File: src/rtl/freq_meter.sv
// freq_meter: counts rising edges of an asynchronous input over a fixed gate
// of GATE_CYCLES system clocks and reports the count on a valid/ready
// interface. Edge count saturates at all ones and raises a sticky overflow.
// Optional macro FREQ_METER_AUTO_EN: after each handshake the next gate starts
// immediately (continuous mode); otherwise the meter returns to idle.
module freq_meter #(
  parameter int GATE_CYCLES = 100000000,
  parameter int CNT_W       = 32
) (
  input  logic             clk100mhz,
  input  logic             rst_n,
  input  logic             sig_in,
  input  logic             start,
  output logic             busy,
  output logic [CNT_W-1:0] result,
  output logic             overflow,
  output logic             valid,
  input  logic             ready
);

  // Gate counter is sized from the gate length so any gate fits regardless
  // of the edge-count width.
  localparam int                GATE_W    = (GATE_CYCLES > 2) ? $clog2(GATE_CYCLES) : 1;
  localparam logic [GATE_W-1:0] GATE_LAST = GATE_W'(GATE_CYCLES - 1);

  typedef enum logic [1:0] {
    ST_IDLE    = 2'd0,
    ST_MEASURE = 2'd1,
    ST_HOLD    = 2'd2
  } state_t;

  state_t            r_state;
  state_t            w_state_next;
  logic              r_sync1;
  logic              r_sync2;
  logic              r_prev;
  logic              w_edge;
  logic [GATE_W-1:0] r_gate_cnt;
  logic [CNT_W-1:0]  r_edge_cnt;
  logic [CNT_W-1:0]  w_edge_cnt_next;
  logic              r_ovf;
  logic              w_ovf_next;
  logic              w_gate_last;
  logic              w_clear;
  logic [CNT_W-1:0]  r_result;
  logic              r_overflow;

  // Two-flop synchronizer followed by a previous-value flop for edge detection.
  always_ff @(posedge clk100mhz or negedge rst_n) begin
    if (!rst_n) begin
      r_sync1 <= 1'b0;
      r_sync2 <= 1'b0;
      r_prev  <= 1'b0;
    end else begin
      // NOTE: non-blocking so every flop samples its pre-edge input; blocking
      // here would collapse the chain into a single stage.
      r_sync1 <= sig_in;
      r_sync2 <= r_sync1;
      r_prev  <= r_sync2;
    end
  end

  assign w_edge      = r_sync2 & ~r_prev;
  assign w_gate_last = (r_gate_cnt == GATE_LAST);

  // Saturating next edge count and sticky overflow for the current cycle.
  always_comb begin
    w_edge_cnt_next = r_edge_cnt;
    w_ovf_next      = r_ovf;
    if (w_edge) begin
      if (&r_edge_cnt) w_ovf_next = 1'b1;
      else             w_edge_cnt_next = r_edge_cnt + 1'b1;
    end
  end

  // State register.
  always_ff @(posedge clk100mhz or negedge rst_n) begin
    if (!rst_n) r_state <= ST_IDLE;
    else        r_state <= w_state_next;
  end

  // Next-state logic, status outputs and counter-clear request.
  always_comb begin
    // NOTE: every output gets a default before the case so no path can leave
    // it unassigned and infer a latch.
    w_state_next = r_state;
    busy         = 1'b0;
    valid        = 1'b0;
    w_clear      = 1'b0;
    case (r_state)
      ST_IDLE: begin
        if (start) begin
          w_state_next = ST_MEASURE;
          w_clear      = 1'b1;
        end
      end
      ST_MEASURE: begin
        busy = 1'b1;
        if (w_gate_last) w_state_next = ST_HOLD;
      end
      ST_HOLD: begin
        valid = 1'b1;
        if (ready) begin
`ifdef FREQ_METER_AUTO_EN
          w_state_next = ST_MEASURE;
          w_clear      = 1'b1;
`else
          w_state_next = ST_IDLE;
`endif
        end
      end
      default: w_state_next = ST_IDLE;
    endcase
  end

  // Gate and edge counters; the last gate cycle's edge is folded into the result.
  always_ff @(posedge clk100mhz or negedge rst_n) begin
    if (!rst_n) begin
      r_gate_cnt <= '0;
      r_edge_cnt <= '0;
      r_ovf      <= 1'b0;
      r_result   <= '0;
      r_overflow <= 1'b0;
    end else if (w_clear) begin
      r_gate_cnt <= '0;
      r_edge_cnt <= '0;
      r_ovf      <= 1'b0;
    end else if (r_state == ST_MEASURE) begin
      r_gate_cnt <= r_gate_cnt + 1'b1;
      r_edge_cnt <= w_edge_cnt_next;
      r_ovf      <= w_ovf_next;
      if (w_gate_last) begin
        r_result   <= w_edge_cnt_next;
        r_overflow <= w_ovf_next;
      end
    end
  end

  assign result   = r_result;
  assign overflow = r_overflow;

endmodule

File: config.mk
export PLATFORM = sky130hd
export DESIGN_NAME = freq_meter
export DESIGN_NICKNAME = d
export VERILOG_FILES = /design/src/rtl/freq_meter.sv
export SDC_FILE = /design/constraint.sdc
export NUM_CORES = 1
export LEC_CHECK = 0
export CAP_MARGIN = 20
export CORE_AREA = 2 2 85 168
export DETAILED_ROUTE_END_ITERATION = 6
export DIE_AREA = 0 0 87 170
export PLACE_DENSITY = 0.67
export SETUP_SLACK_MARGIN = 0.5
export SYNTH_ARGS = -nofsm -noshare
export SYNTH_HDL_FRONTEND = slang
export SYNTH_SLANG_ARGS = --single-unit
File: constraint.sdc
create_clock -name clk100mhz -period 2.7 [get_ports clk100mhz]
set_input_delay 0.405 -clock clk100mhz [delete_from_list [all_inputs] [get_ports clk100mhz]]
set_output_delay 0.405 -clock clk100mhz [all_outputs]
set_load 0.03 [all_outputs]
==> results.ini <==
[cells_and_area]
postLayoutCellArea_um2 = 6945
drive_above_1_share = 0.2169
nNetsFinal = 675
area_growth_pct = 32.17
diodes = 0
nFillCells = 1184
final-seq-area_um2 = 2475
multi_input_area_um2 = 2845

[clock_network]
h-tree-depth = 3
cts_tree = yes
cts_root_buf = clkbuf_16
cts_buffer_depth = 2
clock_latency_ns = 0.35
clk_pin_slew_ns = 0.07
cts_sinks = 98
numCtsBuffers = 9

[sta]
final-hold-violation-count = 0
setup_violations = 0
drv_slew = 0
rsz0062_at_grt = yes
fin_crit_sh = 0.8184
maxSlewHeadroom = 0.6419
fin_ws_ns = 0.4904
fin_skew_ns = 0.008599
tightest_slew_ns = 0.5302
max_freq_ghz = 0.4526
setup_tns_ns = 0
final.min_clock_period_ns = 2.210
holdWs_ns = 0.3511

[drt]
drcViolationCount = 0
postRouteAntennaNets = 0
drtPass1Iterations = 5
drtIter0Drc = 501
wl_per_cell_um = 19.14
finalWirelength_um = 15850
vias = 5154
via_per_inst = 6.225

[synthesis]
synth_most_common_cell = dfrtp_1
synth_top_family_by_area = simple AND/OR/NAND/NOR gates
synth_area_um2 = 5255
ys.flop_type = dfrtp_1
yosys.area.top_type = dfrtp_1
synth_cell_types = 57
synth_xor_area_frac = 0.03000
yosys_warnings = 0
synthTopCellsByCount = 98 x dfrtp_1, 75 x nand2_1, 49 x o21ai_0
synth-simple-area-share = 0.2538
synth-async-reset-ratio = 1.000
ys_seq_area_frac = 0.4667
synth_area_leaders = dfrtp_1 47%, nand2_1 5.4%, o21ai_0 4.7%, nand3_1 3.7%, xnor2_1 2.8%
syn-instance-count = 585
synth-compound-area-share = 0.1855
synth_mux_area_frac = 0.01714
synth-seq-cells = 98
synth.top_cell.area_share = 0.4667
synth_edf_count = 0
avgSynthCellArea_um2 = 8.983
synth_fa_ha_area_frac = 0.004762
synthesis.nets = 592

[grt]
antenna_found_initial = 0
gr-total-overflow = 0
grt_first_pass_wirelength_um = 24360
first_global_vias = 4916
grt_max_degree = 48
grt_use_total = 0.2096

[floorplanning]
io_pins = 40
die_w_um = 87
die-area_um2 = 14790
rows = 60
core_um2 = 13440
start_util = 0.3911
die_h_um = 170

[placed_design]
place_congestion = 0.9152
pre_cts_slack_ns = 0.1889
placed_cell_area_um2 = 5941
io_buffers = 39
dp_hpwl_um = 10340

[power_and_ir_drop]
p_total_mw = 4.238
leakage_nw = 2.767
powerDensity_nw_per_um2 = 610.2
max-vdd-ir-drop_mv = 0.3225

[run]
max_cap_violations = 0

[run_status]
status = complete, no violations

[critical_path]
required_ns = 2.94
arrival_ns = 2.45
start_kind = register
slowest_delay_ns = 0.58
cp-end-kind = register
critPathKind = reg2reg
path_cells = nand4_1 > or4_4 > buf_4 > a211oi_1 > o21ai_0 > a21bo_2
cpMaxStageDelayCell = or4_4
cp_max_fo = 4

[worst_hold_path]
hold_class = reg2reg

registers in the layout, indices dropped and copies added (netlist names):
name / cells
r_edge_cnt: 32
overflow: 1
r_ovf: 1
r_sync2: 1
r_prev: 1
r_gate_cnt: 27
r_state: 2
result: 32
r_sync1: 1
metrics by stage:
| stage | instances | util |
|---|---|---|
| final | 828 | 0.5169 |
| after global routing | 828 | 0.5169 |
| after CTS | 799 | 0.4880 |
| after detailed placement | 767 | 0.4421 |
| after global placement | 767 | 0.4421 |
| after floorplan | 585 | - |
worst max-delay path, delay by kind of cell (launching register included):
kind            cells  cell delay [ns]
simple gates        2             0.74
buf+inv             1             0.17
compound gates      3             0.83
flops               1             0.37
placed cells by master (no fill, tap or decap), types with 9 or more instances in the layout:
cell type / synthesis / final
and2_1: 10 / 10
o21ai_0: 49 / 48
clkdlybuf4s50_1: 0 / 37
inv_1: 11 / 11
a31oi_1: 23 / 22
mux2i_1: 9 / 9
dfrtp_2: 0 / 18
or3_1: 12 / 11
o21ai_1: 9 / 10
dfrtp_1: 98 / 80
o211ai_1: 14 / 14
nor2_1: 22 / 22
buf_4: 1 / 67
nor3_1: 9 / 9
a21oi_1: 17 / 17
nand3_1: 39 / 37
nand2_1: 75 / 73
xnor2_1: 17 / 17
clkbuf_16: 0 / 11
nand4_1: 22 / 22
layout make-up:
class                           count  area share
Tap cell                          155     0.02792
Clock buffer                       11     0.03495
Sequential cell                    98      0.3563
Inverter                           12    0.006485
Multi-Input combinational cell    434      0.4097
Clock inverter                      5     0.01549
Timing Repair Buffer              113      0.1492
routing by layer:
layer	track usage	wire, um	vias up
met2	0.3820	8763	201
met1	0.2183	5543	2542
met5	0	0	-
met4	0.1318	881	0
li1	-	-	2348
met3	0.02764	657	63
path summary, 6_finish.rpt:
kind | startpoint | slack, ns | endpoint | depth (start not counted)
worst max-delay path | r_edge_cnt[4]$_DFFE_PN0P_ | 0.49 | r_edge_cnt[17]$_DFFE_PN0P_ | 6
worst min-delay path | r_sync1$_DFF_PN0_ | 0.35 | r_sync2$_DFF_PN0_ | 0
worst max register to register | r_edge_cnt[4]$_DFFE_PN0P_ | 0.49 | r_edge_cnt[17]$_DFFE_PN0P_ | 6
worst min register to register | r_sync1$_DFF_PN0_ | 0.35 | r_sync2$_DFF_PN0_ | 0
max in group asynchronous | rst_n | 1.45 | r_edge_cnt[24]$_DFFE_PN0P_ | 3
min in group asynchronous | rst_n | 0.53 | r_gate_cnt[3]$_DFFE_PN0P_ | 2
power breakdown:
part / switching [mW] / internal [mW] / leakage (nW) / total (mW)
registers: 0.232 / 1.66 / 1.30 / 1.89
clock network: 0.589 / 0.939 / 0.171 / 1.53
logic: 0.450 / 0.370 / 1.30 / 0.820
total: 1.27 / 2.97 / 2.77 / 4.24
timing repair:
action	CTS	global route
pin swaps	8	16
setup endpoints to repair	58	65
hold endpoints to repair	19	0
resized for setup	31	28
gates cloned	0	3
buffers inserted	15	26
hold buffers	1	0
kinds of logic after synthesis:
family,after synthesis
AOI/OAI and AO/OA,152
xor gates and xnor gates,18
adders and majority gates,2
buffers and inverters,54
DFF,98
muxes,9
and+or+nand+nor,252
No activity file was read; power rests on OpenSTA's default activity.
